`config.mk`:
```
export PLATFORM = sky130hd
export DESIGN_NAME = usb_desc_server
export DESIGN_NICKNAME = d
export VERILOG_FILES = /design/src/rtl/usb_desc_server.sv
export SDC_FILE = /design/constraint.sdc
export NUM_CORES = 1
export LEC_CHECK = 0
export CORE_MARGIN = 4
export CORE_UTILIZATION = 60
export CTS_BUF_LIST = sky130_fd_sc_hd__clkbuf_8
export DETAILED_ROUTE_END_ITERATION = 8
export PLACE_DENSITY = 0.81
export SLEW_MARGIN = 20
export SYNTH_ARGS = -nofsm -noshare
export SYNTH_HDL_FRONTEND = slang
export SYNTH_SLANG_ARGS = --single-unit
```
`constraint.sdc`:
```
create_clock -name CLK -period 8.7 [get_ports CLK]
set_input_delay 1.305 -clock CLK [delete_from_list [all_inputs] [get_ports CLK]]
set_output_delay 1.305 -clock CLK [all_outputs]
set_load 0.05 [all_outputs]
```
`src/rtl/usb_desc_server.sv`:
```
// usb_desc_server: serves GET_DESCRIPTOR requests as a byte stream with wLength truncation,
// speed-dependent endpoint patching and stall on unsupported requests.
module usb_desc_server #(
  parameter logic [15:0]     VENDORID       = 16'h33AA,
  parameter logic [15:0]     PRODUCTID      = 16'h0000,
  parameter logic [15:0]     VERSIONBCD     = 16'h0100,
  parameter int              NUM_EP         = 1,
  parameter logic [3:0]      EP_DIR_MASK    = 4'b0001,
  parameter bit              HSSUPPORT      = 1'b1,
  parameter bit              SELFPOWERED    = 1'b1,
  parameter logic [8*64-1:0] VENDORSTR      = "OV5640 Camera",
  parameter int              VENDORSTR_LEN  = 13,
  parameter logic [8*64-1:0] PRODUCTSTR     = "Video Streamer",
  parameter int              PRODUCTSTR_LEN = 14,
  parameter logic [8*64-1:0] SERIALSTR      = "12345678",
  parameter int              SERIALSTR_LEN  = 8
) (
  input  logic        CLK,
  input  logic        RESET,
  input  logic [15:0] i_vid,
  input  logic [15:0] i_pid,
  input  logic        i_hs_mode,
  input  logic        i_req_valid,
  output logic        o_req_ready,
  input  logic [7:0]  i_req_type,
  input  logic [7:0]  i_req_index,
  input  logic [15:0] i_req_wlength,
  input  logic        i_abort,
  output logic [7:0]  o_data,
  output logic        o_valid,
  input  logic        i_ready,
  output logic        o_last,
  output logic        o_done,
  output logic        o_stall
);
  typedef enum logic [1:0] {IDLE, LOOKUP, STREAM, DONE} state_t;
  localparam logic [15:0] CFG_LEN = 16'(18 + 7 * NUM_EP);
  state_t state_q;
  logic [7:0] type_q, idx_q;
  logic [15:0] wlen_q, vid_q, pid_q, ptr_q, cnt;
  logic hs_q, bad, ehs;
  logic [7:0] len, b, off, slen, so, ci, eo, ep, ej, addr, epb;
  logic [8*64-1:0] str, sc;
  logic [17:0][7:0] dev, cfg;
  logic [11:0][7:0] bos;
  logic [9:0][7:0] qual;
  logic [3:0][7:0] lang;
  always_comb begin
    off  = ptr_q[7:0];
    str  = idx_q == 8'd1 ? VENDORSTR : idx_q == 8'd2 ? PRODUCTSTR : SERIALSTR;
    slen = idx_q == 8'd1 ? 8'(VENDORSTR_LEN) : idx_q == 8'd2 ? 8'(PRODUCTSTR_LEN) :
           idx_q == 8'd3 ? 8'(SERIALSTR_LEN) : 8'd0;
    so   = off - 8'd2;
    ci   = {1'b0, so[7:1]};
    // strings are right-aligned in the parameter, so character 0 sits highest
    sc   = str >> {slen - ci - 8'd1, 3'b000};
    ehs  = type_q == 8'd7 ? !hs_q : hs_q;
    eo   = off - 8'd18;
    ep   = eo / 8'd7;
    ej   = eo % 8'd7;
    addr = {EP_DIR_MASK[ep[1:0]], 4'b0000, ep[2:0] + 3'd1};
    epb  = ej == 8'd0 ? 8'h07 : ej == 8'd1 ? 8'h05 : ej == 8'd2 ? addr : ej == 8'd3 ? 8'h02 :
           ej == 8'd4 ? (ehs ? 8'h00 : 8'h40) : ej == 8'd5 ? (ehs ? 8'h02 : 8'h00) : 8'h00;
    dev  = {8'h01, SERIALSTR_LEN != 0 ? 8'h03 : 8'h00, PRODUCTSTR_LEN != 0 ? 8'h02 : 8'h00,
            VENDORSTR_LEN != 0 ? 8'h01 : 8'h00, VERSIONBCD[15:8], VERSIONBCD[7:0],
            pid_q[15:8], pid_q[7:0], vid_q[15:8], vid_q[7:0],
            8'h40, 8'hFF, 8'hFF, 8'hFF, 8'h02, 8'h00, 8'h01, 8'h12};
    cfg  = {8'h00, 8'hFF, 8'hFF, 8'hFF, 8'(NUM_EP), 8'h00, 8'h00, 8'h04, 8'h09,
            8'h32, SELFPOWERED ? 8'hC0 : 8'h80, 8'h00, 8'h01, 8'h01,
            CFG_LEN[15:8], CFG_LEN[7:0], type_q == 8'd7 ? 8'h07 : 8'h02, 8'h09};
    qual = {8'h00, 8'h01, 8'h40, 8'hFF, 8'hFF, 8'hFF, 8'h02, 8'h00, 8'h06, 8'h0A};
    bos  = {8'h00, 8'h00, 8'h00, 8'h02, 8'h02, 8'h10, 8'h07, 8'h01, 8'h00, 8'h0C, 8'h0F, 8'h05};
    lang = {8'h04, 8'h09, 8'h03, 8'h04};
    bad  = 1'b0;
    len  = 8'd0;
    case (type_q)
      8'd1:    begin len = 8'd18;         bad = idx_q != 8'd0; end
      8'd2:    begin len = CFG_LEN[7:0];  bad = idx_q != 8'd0; end
      8'd6:    begin len = 8'd10;         bad = idx_q != 8'd0 || !HSSUPPORT; end
      8'd7:    begin len = CFG_LEN[7:0];  bad = idx_q != 8'd0 || !HSSUPPORT; end
      8'd15:   begin len = 8'd12;         bad = idx_q != 8'd0; end
      8'd3:    begin len = idx_q == 8'd0 ? 8'd4 : 8'd2 + {slen[6:0], 1'b0}; bad = idx_q != 8'd0 && slen == 8'd0; end
      default: bad = 1'b1;
    endcase
    b = type_q == 8'd1 ? dev[off[4:0]] :
        type_q == 8'd6 ? qual[off[3:0]] :
        type_q == 8'd15 ? bos[off[3:0]] :
        type_q == 8'd3 ? (idx_q == 8'd0 ? lang[off[1:0]] : off == 8'd0 ? len : off == 8'd1 ? 8'h03 :
                          so[0] ? 8'h00 : sc[7:0]) :
        off < 8'd18 ? cfg[off[4:0]] : epb;
    cnt = wlen_q < {8'h00, len} ? wlen_q : {8'h00, len};
  end
  always_ff @(posedge CLK or posedge RESET)
    if (RESET) begin
      state_q <= IDLE;
      o_req_ready <= 1'b1;
      {o_valid, o_last, o_done, o_stall} <= '0;
      o_data <= '0;
      {type_q, idx_q, wlen_q, vid_q, pid_q, ptr_q, hs_q} <= '0;
    end else if (i_abort) begin
      state_q <= IDLE;
      o_req_ready <= 1'b1;
      {o_valid, o_last, o_done, o_stall} <= '0;
    end else
      case (state_q)
        IDLE: begin
          o_done  <= 1'b0;
          o_stall <= 1'b0;
          if (i_req_valid) begin
            type_q <= i_req_type;
            idx_q  <= i_req_index;
            wlen_q <= i_req_wlength;
            hs_q   <= i_hs_mode;
            vid_q  <= i_vid == 16'h0000 || i_vid == 16'hFFFF ? VENDORID : i_vid;
            pid_q  <= i_pid == 16'h0000 || i_pid == 16'hFFFF ? PRODUCTID : i_pid;
            ptr_q  <= '0;
            o_req_ready <= 1'b0;
            state_q <= LOOKUP;
          end
        end
        LOOKUP:
          if (bad) begin
            o_stall <= 1'b1;
            o_req_ready <= 1'b1;
            state_q <= IDLE;
          end else if (cnt == 16'd0) begin
            o_done  <= 1'b1;
            state_q <= DONE;
          end else begin
            o_valid <= 1'b1;
            o_data  <= b;
            o_last  <= cnt == 16'd1;
            ptr_q   <= 16'd1;
            state_q <= STREAM;
          end
        STREAM:
          if (i_ready) begin
            if (o_last) begin
              o_valid <= 1'b0;
              o_last  <= 1'b0;
              o_done  <= 1'b1;
              state_q <= DONE;
            end else begin
              o_data <= b;
              o_last <= ptr_q == cnt - 16'd1;
              ptr_q  <= ptr_q + 16'd1;
            end
          end
        default: begin
          o_done <= 1'b0;
          o_req_ready <= 1'b1;
          state_q <= IDLE;
        end
      endcase
endmodule

```
# [Yosys cells after proc, flatten, opt, wreduce, memory -nomap -nowiden]
# Memories as Yosys holds them, arrays and structs flattened.
# Index checks and enable logic that the tools add are counted.
[totals] reg_bits=96 romBits=256 input_bits=70 out_inout_bits=13 word_cells=178 n_memories=2
[memory_table] name="(name not given)" words=16 word_bits=8 read_ports=1 rd_ports_with_merged_regs=0 write_ports=0 line="87" text="type_q == 8'd15 ? bos[off[3:0]] :"
[memory_table] name="(name not given)" words=16 word_bits=8 read_ports=1 rd_ports_with_merged_regs=0 write_ports=0 line="86" text="type_q == 8'd6 ? qual[off[3:0]] :"
[op_classes] n_addsub=8 n_div=2 order_cmp=6 n_eq_ne=34 shifts=1 n_mux=82 bitwise=1 n_reduce_logical=28
[ops] operator="111-bit 2-to-1 mux" count=2
[ops] operator="8-bit 2-to-1 mux" count=21
[ops] operator="16-bit 2-to-1 mux" count=8
[ops] operator="111-bit by 11-bit >> shifter with 8-bit output" count=1
[ops] operator="8-bit binary-select mux with 5-bit select" count=2
[ops] operator="8-bit by 2-bit == test with 1-bit output, second input constant" count=6
[ops] operator="16-bit zero test" count=3
[ops] operator="16-bit case mux with 3 select lines" count=1
[ops] operator="16-bit == test, second input constant" count=2
[ops] operator="8-bit by 1-bit == test with 1-bit output, second input constant" count=4
[ops] operator="8-bit by 3-bit == test with 1-bit output, second input constant" count=4
[ops] operator="8-bit zero test" count=4
[ops] operator="6-bit case mux with 5 select lines" count=1
[ops] operator="1-bit 2-to-1 mux" count=22
[ops] operator="7-bit 2-to-1 mux" count=3
[ops] operator="3-bit != test, second input constant" count=7
[ops] operator="16-bit by 1-bit adder with 16-bit output, second input constant" count=1
[ops] operator="8-bit binary-select mux with 2-bit select" count=1
[ops] operator="16-bit by 1-bit == test with 1-bit output, second input constant" count=1
[ops] operator="16-bit == test" count=1
[ops] operator="16-bit by 8-bit less-than comparator with 1-bit output" count=1
[ops] operator="8-bit case mux with 2 select lines" count=1
[ops] operator="16-bit by 1-bit subtractor with 16-bit output, second input constant" count=1
[ops] operator="2-bit 2-to-1 mux" count=7
[ops] operator="other kinds (39)" count=57

# [Longest topological paths before layout]
# Gate-level depths: netlist of the first run.
[logic_depth] ltp_word=18 mapped_depth=30 depth_no_buf=25

# [Least setup slack after synthesis of the first run]
# No wires, ideal clock.
[synth_timing] path_kind="register to register" startpoint="reg ptr_q[1]" endpoint="reg o_data[2]" setup_time_ns=0.082 arrival_ns=5.970 path_slack_ns=2.648 path_stages_with_launch=28 n_path_buf=5 synth_period_minus_slack_ns=6.052 cell_sequence="dfrtp_1 -> buf_2 -> buf_1 -> buf_1 -> inv_1 -> ha_1 -> ha_1 -> clkbuf_1 -> clkbuf_1 -> nand2_1 -> o22a_1 -> o31ai_1 -> ha_1 -> inv_1 -> a21oi_1 -> or2_4 -> inv_4 -> xnor2_1 -> inv_1 -> ha_1 -> a21o_1 -> o211ai_2 -> inv_1 -> ha_1 -> xor2_1 -> a21oi_1 -> or3b_1 -> a31oi_1"
[synth_via] elab_chain_len=16 elab_cells_between_ends=45 classes_between="5 x add/sub; 2 x div; 1 x order compare; 5 x eq/ne; 1 x shift; 27 x mux; 2 x reduce/logical; 2 x memory"
[synth_rtl] item="start: declaration" line="40" text="logic [15:0] wlen_q, vid_q, pid_q, ptr_q, cnt;"
[synth_rtl] item="start signal: assignment" line="146" text="ptr_q <= ptr_q + 16'd1;"
[synth_rtl] item="8-bit by 5-bit subtractor with 8-bit output" line="58" text="eo = off - 8'd18;"
[synth_rtl] item="8-bit by 3-bit modulo with 8-bit output" line="60" text="ej = eo % 8'd7;"
[synth_rtl] item="8-bit by 3-bit == test with 1-bit output" line="63" text="ej == 8'd4 ? (ehs ? 8'h00 : 8'h40) : ej == 8'd5 ? (ehs ? 8'h02 : 8'h00) : 8'h00;"
[synth_rtl] item="7-bit 2-to-1 mux" line="63"
[synth_rtl] item="7-bit 2-to-1 mux" line="62" text="epb = ej == 8'd0 ? 8'h07 : ej == 8'd1 ? 8'h05 : ej == 8'd2 ? addr : ej == 8'd3 ? 8'h02 :"
[synth_rtl] item="8-bit 2-to-1 mux (3 in series)" line="62"
[synth_rtl] item="8-bit 2-to-1 mux" line="90" text="off < 8'd18 ? cfg[off[4:0]] : epb;"
[synth_rtl] item="8-bit 2-to-1 mux" line="88" text="type_q == 8'd3 ? (idx_q == 8'd0 ? lang[off[1:0]] : off == 8'd0 ? len : off == 8'd1 ? 8'h03 :"
[synth_rtl] item="8-bit 2-to-1 mux" line="87"
[synth_rtl] item="8-bit 2-to-1 mux" line="86"
[synth_rtl] item="8-bit 2-to-1 mux *" line="85" text="b = type_q == 8'd1 ? dev[off[4:0]] :"
[synth_rtl] item="8-bit 2-to-1 mux (on tied branches)" line="138, 126"
[synth_rtl] item="8-bit 2-to-1 mux (on tied branches)" line="137, 122"
[synth_rtl] item="8-bit case mux with 2 select lines *" line="105" text="case (state_q)"
[synth_rtl] item="end signal: assignment" line="98" text="o_data <= '0;"
[synth_rtl] item="end signal: assignment" line="131" text="o_data <= b;"
[synth_rtl] item="end signal: assignment" line="144" text="o_data <= b;"
[synth_rtl] item="end: declaration" line="29" text="output logic [7:0] o_data,"
# Mark *: on every way between the ends. The rest lies on a longest branch, timed or not. The select of a mux whose other input is x is not followed.
# A chain may end at the register's enable or synchronous reset.

# [Worst setup path after layout of the first run]
[layout_timing] startpoint="reg ptr_q[2]" endpoint="reg o_data[2]"
# The elaborated chain is that of the path after synthesis.

==> flow_metrics.py, run 1 <==
metrics = {
    "outcome": {
        "status": "completed",
    },
    "cts": {
        "cts_buffer_depth": 2,
        "cts_max_level": 3,
        "clock_latency_ps": 400,
        "clkSinkCount": 96,
        "cts_hold_buffers": 0,
        "clock-root-buffer": "clkbuf_8",
        "postCtsSetupRepairBufs": 0,
        "ctsResizeCount": 0,
        "cts_buffers": 9,
        "cts_tree": "yes",
        "clk_pin_slew_worst_paths_ps": 110,
    },
    "sta": {
        "final_max_slew_viol_count": 0,
        "setup_tns_ps": 0,
        "fmax_ghz": 0.150,
        "period_needed_ps": 6650,
        "clock_skew_ps": 12.2,
        "fin_crit_sh_pct": 76.4,
        "final_hold_viol_count": 0,
        "slew-limit-headroom_pct": 28.6,
        "rsz0062_at_grt": "no",
        "setup_viol_count_final": 0,
        "tightest_slew_ps": 1060,
    },
    "critical_path": {
        "arrival_ps": 6970,
        "cp.required_ps": 9020,
        "worstRegToRegCells": 24,
        "crit_slowest_cell": "dfrtp_1",
        "cp-end-kind": "register",
        "r2r_start": "ptr_q[2]",
        "cp-start-kind": "register",
        "path_delay_family": "compound AO/OA/AOI/OAI gates",
        "worstPathMaxFanout": 27,
        "critPathBufInv": 5,
        "max_stage_delay_ps": 900,
        "reg2reg_slack_ps": 2050,
        "worstPathCellList": "inv_1 -> ha_1 -> nand2b_1 -> a21oi_1 -> nor2_1 -> nand2_1 -> o22a_1 -> o31ai_1 -> ha_1 -> inv_1 -> a21oi_1 -> or2_4 -> inv_4 -> xnor2_1 -> inv_1 -> ha_1 -> a21o_1 -> o211ai_2 -> inv_1 -> ha_1 -> xor2_1 -> a21oi_1 -> or3b_1 -> a31oi_1",
        "rr_endpoint": "o_data[2]",
        "critical_path_class": "reg -> reg",
    },
    "synthesis": {
        "syn_nets": 1105,
        "synthDistinctLibCells": 94,
        "ys_seq_area_share_pct": 30.5,
        "synth_cells": 1003,
        "yosysWarnings": 0,
        "syn_avg_cell_area_um2": 7.86,
        "synth_edf_count": 0,
        "async_reset_ff_share_pct": 100,
        "synth.cell_area_um2": 7880,
        "ys_seq_elements": 96,
        "synth_top_flop_cell": "dfrtp_1",
    },
    "floorplan": {
        "fp.dieArea_um2": 15000,
        "die_width_um": 123,
        "ios": 83,
        "design.core.area_um2": 12700,
        "start_util_pct": 61.9,
        "row_count": 41,
        "dieHeight_um": 123,
    },
    "grt": {
        "grt_overflow_total": 0,
        "grt_usage_pct": 30.9,
        "met2_usage_pct": 47.2,
        "antenna_found_initial": 0,
        "grt_use_met3_pct": 5.30,
        "grt_pass1_wl_um": 36900,
        "grt_max_degree": 57,
        "grt_pass1_vias": 7209,
        "grt_use_met1_pct": 44.4,
        "grt.busiest_layer": "met2",
    },
    "pwr": {
        "switching_share_pct": 40.5,
        "p_int_mw": 0.883,
        "pwr-share-seq_pct": 42.3,
        "p_comb_share_pct": 37.4,
        "power_density_nw_per_um2": 166,
        "power.share.clock_pct": 20.3,
        "p_sw_mw": 0.600,
        "peakVddDrop_mv": 0.144,
        "leakage_nw": 3.69,
    },
    "cells_and_area": {
        "antenna_cells": 0,
        "nets": 1149,
        "area.growth.synth_to_final_pct": 13.6,
        "design_area_um2": 8950,
        "drive_above_1_share_pct": 5.80,
        "layout.cells.non_filler": 1224,
    },
    "run": {
        "drv_cap": 0,
    },
    "placement": {
        "dp.cells": 1208,
        "place_area_um2": 8750,
        "io_buffers": 82,
        "dpl.hpwl_um": 16900,
        "routabilityCongestion": 1.04,
    },
    "hold_path": {
        "hold-path-cell-count": 2,
        "hp-start": "wlen_q[7]",
        "worstHoldPathType": "reg -> reg",
        "whs_endpoint": "wlen_q[7]",
    },
    "routing": {
        "drc": 0,
        "wl_per_cell_um": 18.8,
        "drt_iter0_drc": 826,
        "vias": 7996,
        "viasPerCell": 6.53,
        "ant_nets": 0,
        "dr.pass1.iters": 6,
        "drt-total-wl_um": 23000,
    },
}
==> cell families (layout without fill, tap and decap cells) <==
group,count (synthesis),in the layout,share of synthesized area (%)
AND/OR/NAND/NOR,416,416,25.6
AO/OA/AOI/OAI,312,312,26.1
flip-flops,96,96,30.5
buffers and inverters,91,140,4.48
adder cells (fa/ha/maj),33,33,5.30
multiplexers,29,29,4.89
XOR/XNOR,25,25,3.06
other,1,1,0.0476
==> power groups by stage <==
stage / registers [mW] / logic, mW / clock network [mW]
floorplan: 0.653 / 0.341 / 0
global placement: 0.628 / 0.538 / 0
detailed placement: 0.631 / 0.548 / 0
CTS: 0.624 / 0.552 / 0.305
global route: 0.637 / 0.604 / 0.321
finish: 0.627 / 0.555 / 0.301
==> cell type report <==
type / instances / area (um2)
flip-flops and latches: 96 / 2400
inverters: 37 / 144
repair buffers: 87 / 858
multi-input cells: 816 / 5130
fillers: 1068 / 3770
clock inverters: 7 / 78.8
clock buffers: 9 / 124
well taps: 172 / 215
==> registers in the layout, indices dropped and copies added (netlist names), 2 cells and up <==
register and flops:
idx_q 8, o_data 8, pid_q 16, ptr_q 16, state_q 2, type_q 8
vid_q 16, wlen_q 16
==> cells in the mapped netlist (6+ instances only) <==
master / count / share of area [%]
clkbuf_1: 44 / 2.1
o31ai_1: 11 / 1.0
nand2_1: 170 / 8.1
o21ai_0: 81 / 5.1
nand4_1: 18 / 1.4
a21oi_1: 73 / 4.6
or4_1: 8 / 0.76
nor2_1: 69 / 3.3
nor4_1: 19 / 1.5
o22a_1: 10 / 1.1
and3_1: 8 / 0.64
a31oi_1: 17 / 1.3
o21a_1: 7 / 0.67
and2_1: 7 / 0.56
nand3_1: 33 / 2.1
a22o_1: 26 / 2.9
nand2b_1: 12 / 0.95
dfrtp_1: 95 / 30
a211oi_1: 14 / 1.3
mux2i_1: 18 / 2.3
xor2_1: 6 / 0.67
or3_1: 10 / 0.79
nor3_1: 24 / 1.5
mux4_2: 7 / 2.0
inv_1: 31 / 1.5
nor2b_1: 11 / 0.87
a21o_1: 6 / 0.57
o211ai_1: 7 / 0.67
xnor2_1: 17 / 1.9
ha_1: 31 / 4.9
==> routing by layer <==
layer | routed length [um] | vias to the layer above
li1 | - | 3798
met1 | 10200 | 3782
met2 | 10400 | 374
met3 | 1710 | 42
met4 | 732 | 0
met5 | 0 | -
==> worst max path at each step <==
stage | start | endpoint | slack, ps | cells past startpoint
after detailed placement | ptr_q[2] | o_data[2] | 2190 | 23
after floorplan | ptr_q[1] | o_data[2] | 2650 | 27
final | ptr_q[2] | o_data[2] | 2050 | 24
after global routing | ptr_q[2] | o_data[2] | 1550 | 24
after CTS | ptr_q[2] | o_data[2] | 2170 | 24
after global placement | ptr_q[2] | o_data[2] | 2330 | 24
==> metrics by stage <==
stage               hold slack, ps  worst slack (ps)  power (mW)  utilization, %
floorplan                      446              2650       0.993               -
global placement               461              2330        1.17            68.8
detailed placement             464              2190        1.18            68.8
CTS                            491              2170        1.48            70.4
global route                   510              1550        1.56            70.4
finish                         486              2050        1.48            70.4
==> worst register-to-register path, cell delays in order (launching register included) <==
cell	delay (ps)
dfrtp_1	900
inv_1	250
ha_1	330
nand2b_1	270
a21oi_1	150
nor2_1	530
nand2_1	110
o22a_1	200
o31ai_1	680
ha_1	320
inv_1	120
a21oi_1	350
or2_4	220
inv_4	50
xnor2_1	240
inv_1	90
ha_1	260
a21o_1	190
o211ai_2	300
inv_1	90
ha_1	200
xor2_1	150
a21oi_1	80
or3b_1	360
a31oi_1	160
==> layout by cell type (no fill, tap or decap), drive strengths merged, types with 10 or more instances in the layout <==
cell type / Yosys / layout
nand2: 171 / 171
dfrtp: 95 / 95
o21ai: 85 / 85
clkdlybuf4s50: 0 / 82
a21oi: 74 / 74
nor2: 70 / 70
inv: 36 / 37
nand3: 33 / 33
ha: 31 / 31
a22o: 26 / 26
nor3: 25 / 25
nor4: 21 / 21
mux2i: 19 / 19
nand4: 18 / 18
xnor2: 18 / 18
a31oi: 17 / 17
a211oi: 14 / 14
nand2b: 12 / 12
o31ai: 12 / 12
nor2b: 11 / 11
or3: 10 / 10
o22a: 10 / 10
or4: 10 / 10
Note: power is estimated with default switching activity, not from simulation.
==> run 2: changes to the inputs <==
==> constraint.sdc (replaced) <==
create_clock -name CLK -period 6.5 [get_ports CLK]
set_input_delay 0.975 -clock CLK [delete_from_list [all_inputs] [get_ports CLK]]
set_output_delay 0.975 -clock CLK [all_outputs]
set_load 0.05 [all_outputs]
==> run 2 against run 1 <==
Global-route usage is 0.21 points higher. Combinational power is 35% higher. Maximum frequency is 17% higher. Worst hold slack worse by 3.3 ps. Highest routed layer unchanged.
==> flow_metrics.py, run 2 (synthesized netlist as in run 1, its figures left out) <==
metrics = {
    "outcome": {
        "status": "completed",
    },
    "critical_path": {
        "path_delay_family": "simple AND/OR/NAND/NOR gates",
        "r2r_start": "ptr_q[2]",
        "cp_num_cells": 25,
        "critical_path_class": "reg -> reg",
        "max_stage_delay_ps": 480,
        "worstRegToRegCells": 25,
        "crit_slowest_cell": "nor2_1",
        "rr_endpoint": "o_data[2]",
        "reg2reg_slack_ps": 840,
        "arrival_ps": 5990,
        "worstPathMaxFanout": 10,
        "cp-end-kind": "register",
        "critPathBufInv": 6,
        "cp.required_ps": 6830,
        "cp-start-kind": "register",
    },
    "cells_and_area": {
        "area.growth.synth_to_final_pct": 14.1,
        "mostFrequentLayoutCells": "nand2_1 (170), dfrtp_1 (95), clkdlybuf4s50_1 (82)",
        "nets": 1154,
        "final_common_cell": "nand2_1",
        "drive_above_1_share_pct": 6.34,
        "antenna_cells": 0,
    },
    "routing": {
        "wl_per_cell_um": 19.0,
        "vias": 8062,
        "dr.pass1.iters": 6,
        "drt-total-wl_um": 23300,
        "ant_nets": 0,
        "viasPerCell": 6.56,
        "drt_iter0_drc": 809,
        "drc": 0,
    },
    "grt": {
        "grt_max_degree": 60,
        "grt_pass1_wl_um": 37000,
        "grt_pass1_vias": 7351,
        "antenna_found_initial": 0,
        "grt_usage_pct": 31.1,
        "grt_overflow_total": 0,
    },
    "sta": {
        "final_hold_viol_count": 0,
        "setup_viol_count_final": 0,
        "slew-limit-headroom_pct": 30.6,
        "setup_tns_ps": 0,
        "clock_skew_ps": 20.0,
        "fin_ws_ps": 838,
        "rsz0062_at_grt": "no",
        "final_max_slew_viol_count": 0,
        "fin_crit_sh_pct": 87.1,
        "fmax_ghz": 0.177,
        "tightest_slew_ps": 1040,
        "period_needed_ps": 5660,
    },
    "pwr": {
        "p_total_mw": 1.99,
        "peakVddDrop_mv": 0.250,
        "p_int_mw": 1.18,
        "switching_share_pct": 40.4,
        "p_comb_share_pct": 37.6,
        "leakage_nw": 3.71,
        "power.share.clock_pct": 20.2,
        "power_density_nw_per_um2": 221,
        "p_sw_mw": 0.803,
        "pwr-share-seq_pct": 42.2,
    },
    "cts": {
        "postCtsSetupRepairBufs": 0,
        "cts_buffer_depth": 2,
        "cts_tree": "yes",
        "cts_buffers": 9,
        "cts_hold_buffers": 0,
        "cts_max_level": 3,
        "ctsResizeCount": 0,
        "clock-root-buffer": "clkbuf_8",
        "clock_latency_ps": 400,
        "clkSinkCount": 96,
        "clk_pin_slew_worst_paths_ps": 120,
    },
    "floorplan": {
        "design.core.area_um2": 12700,
        "dieHeight_um": 123,
        "row_count": 41,
        "start_util_pct": 61.9,
        "die_width_um": 123,
        "ios": 83,
        "fp.dieArea_um2": 15000,
    },
    "hold_path": {
        "hold-path-cell-count": 2,
        "hp-start": "idx_q[5]",
        "whs_endpoint": "idx_q[5]",
        "worstHoldPathType": "reg -> reg",
    },
    "placement": {
        "dpl.hpwl_um": 17400,
        "routabilityCongestion": 0.990,
        "pre_cts_ws_ps": 927,
        "io_buffers": 82,
    },
    "run": {
        "drv_cap": 0,
    },
}
==> run 2: cell count changes in the layout (fill, tap and decap cells not counted) <==
cell        before  now
clkinv_4         4    2
a41oi_2          0    1
clkinv_8         2    1
clkinvlp_4       0    1
inv_6            0    1
inv_8            1    2
a41oi_1          3    2
buf_4            5   10
==> run 2: per-stage QoR <==
step / util [%] / hold slack [ps] / cells / area (um2)
after floorplan: - / 446 / 1003 / 7880
after global placement: 69.1 / 460 / 1213 / 8790
after detailed placement: 69.1 / 464 / 1213 / 8790
after CTS: 70.6 / 490 / 1229 / 8990
after global routing: 70.7 / 505 / 1229 / 8990
final: 70.7 / 483 / 1229 / 8990
==> run 2: cell type report <==
class,instances,area (um2)
Clock buffer,9,124
Tap cell,172,215
Clock inverter,7,72.6
Multi-Input combinational cell,816,5140
Inverter,37,144
Fill cell,1097,3730
Sequential cell,96,2400
Timing Repair Buffer,92,896
==> run 2: worst reg2reg max path, cell delays in order, from the launching register on <==
cell and delay (ps):
dfrtp_1 390, inv_1 140, ha_1 290, nor2b_1 380, nor3_1 130, nor2_1 480, nand2_1 110, o22a_1 200
o31ai_1 240, buf_4 200, ha_1 180, inv_1 120, a21oi_1 370, or2_4 220, inv_4 50, xnor2_1 210
inv_1 100, ha_1 270, a21o_1 190, o211ai_2 300, inv_1 80, ha_1 190, xor2_1 150, a21oi_1 80
or3b_1 360, a31oi_1 170
==> run 2: worst max-delay path by stage <==
stage / to / slack, ps / start
final: o_data[2] / 840 / ptr_q[2]
after global routing: o_data[2] / 400 / ptr_q[2]
after CTS: o_data[2] / 900 / ptr_q[2]
after detailed placement: o_data[2] / 930 / ptr_q[2]
after global placement: o_data[2] / 990 / ptr_q[1]
after floorplan: o_data[2] / 450 / ptr_q[1]
==> run 2: per-layer routing <==
| layer | routed length [um] | track usage [%] |
|---|---|---|
| met2 | 10600 | 49.0 |
| met4 | 671 | 10.4 |
| met1 | 10200 | 43.3 |
| met5 | 0 | 0 |
| met3 | 1820 | 6.27 |
==> run 2: power groups by stage <==
| stage | clock network [mW] | logic [mW] | registers (mW) |
|---|---|---|---|
| floorplan | 0 | 0.456 | 0.873 |
| global placement | 0 | 0.721 | 0.841 |
| detailed placement | 0 | 0.735 | 0.846 |
| CTS | 0.402 | 0.739 | 0.834 |
| global route | 0.430 | 0.810 | 0.851 |
| finish | 0.400 | 0.747 | 0.839 |
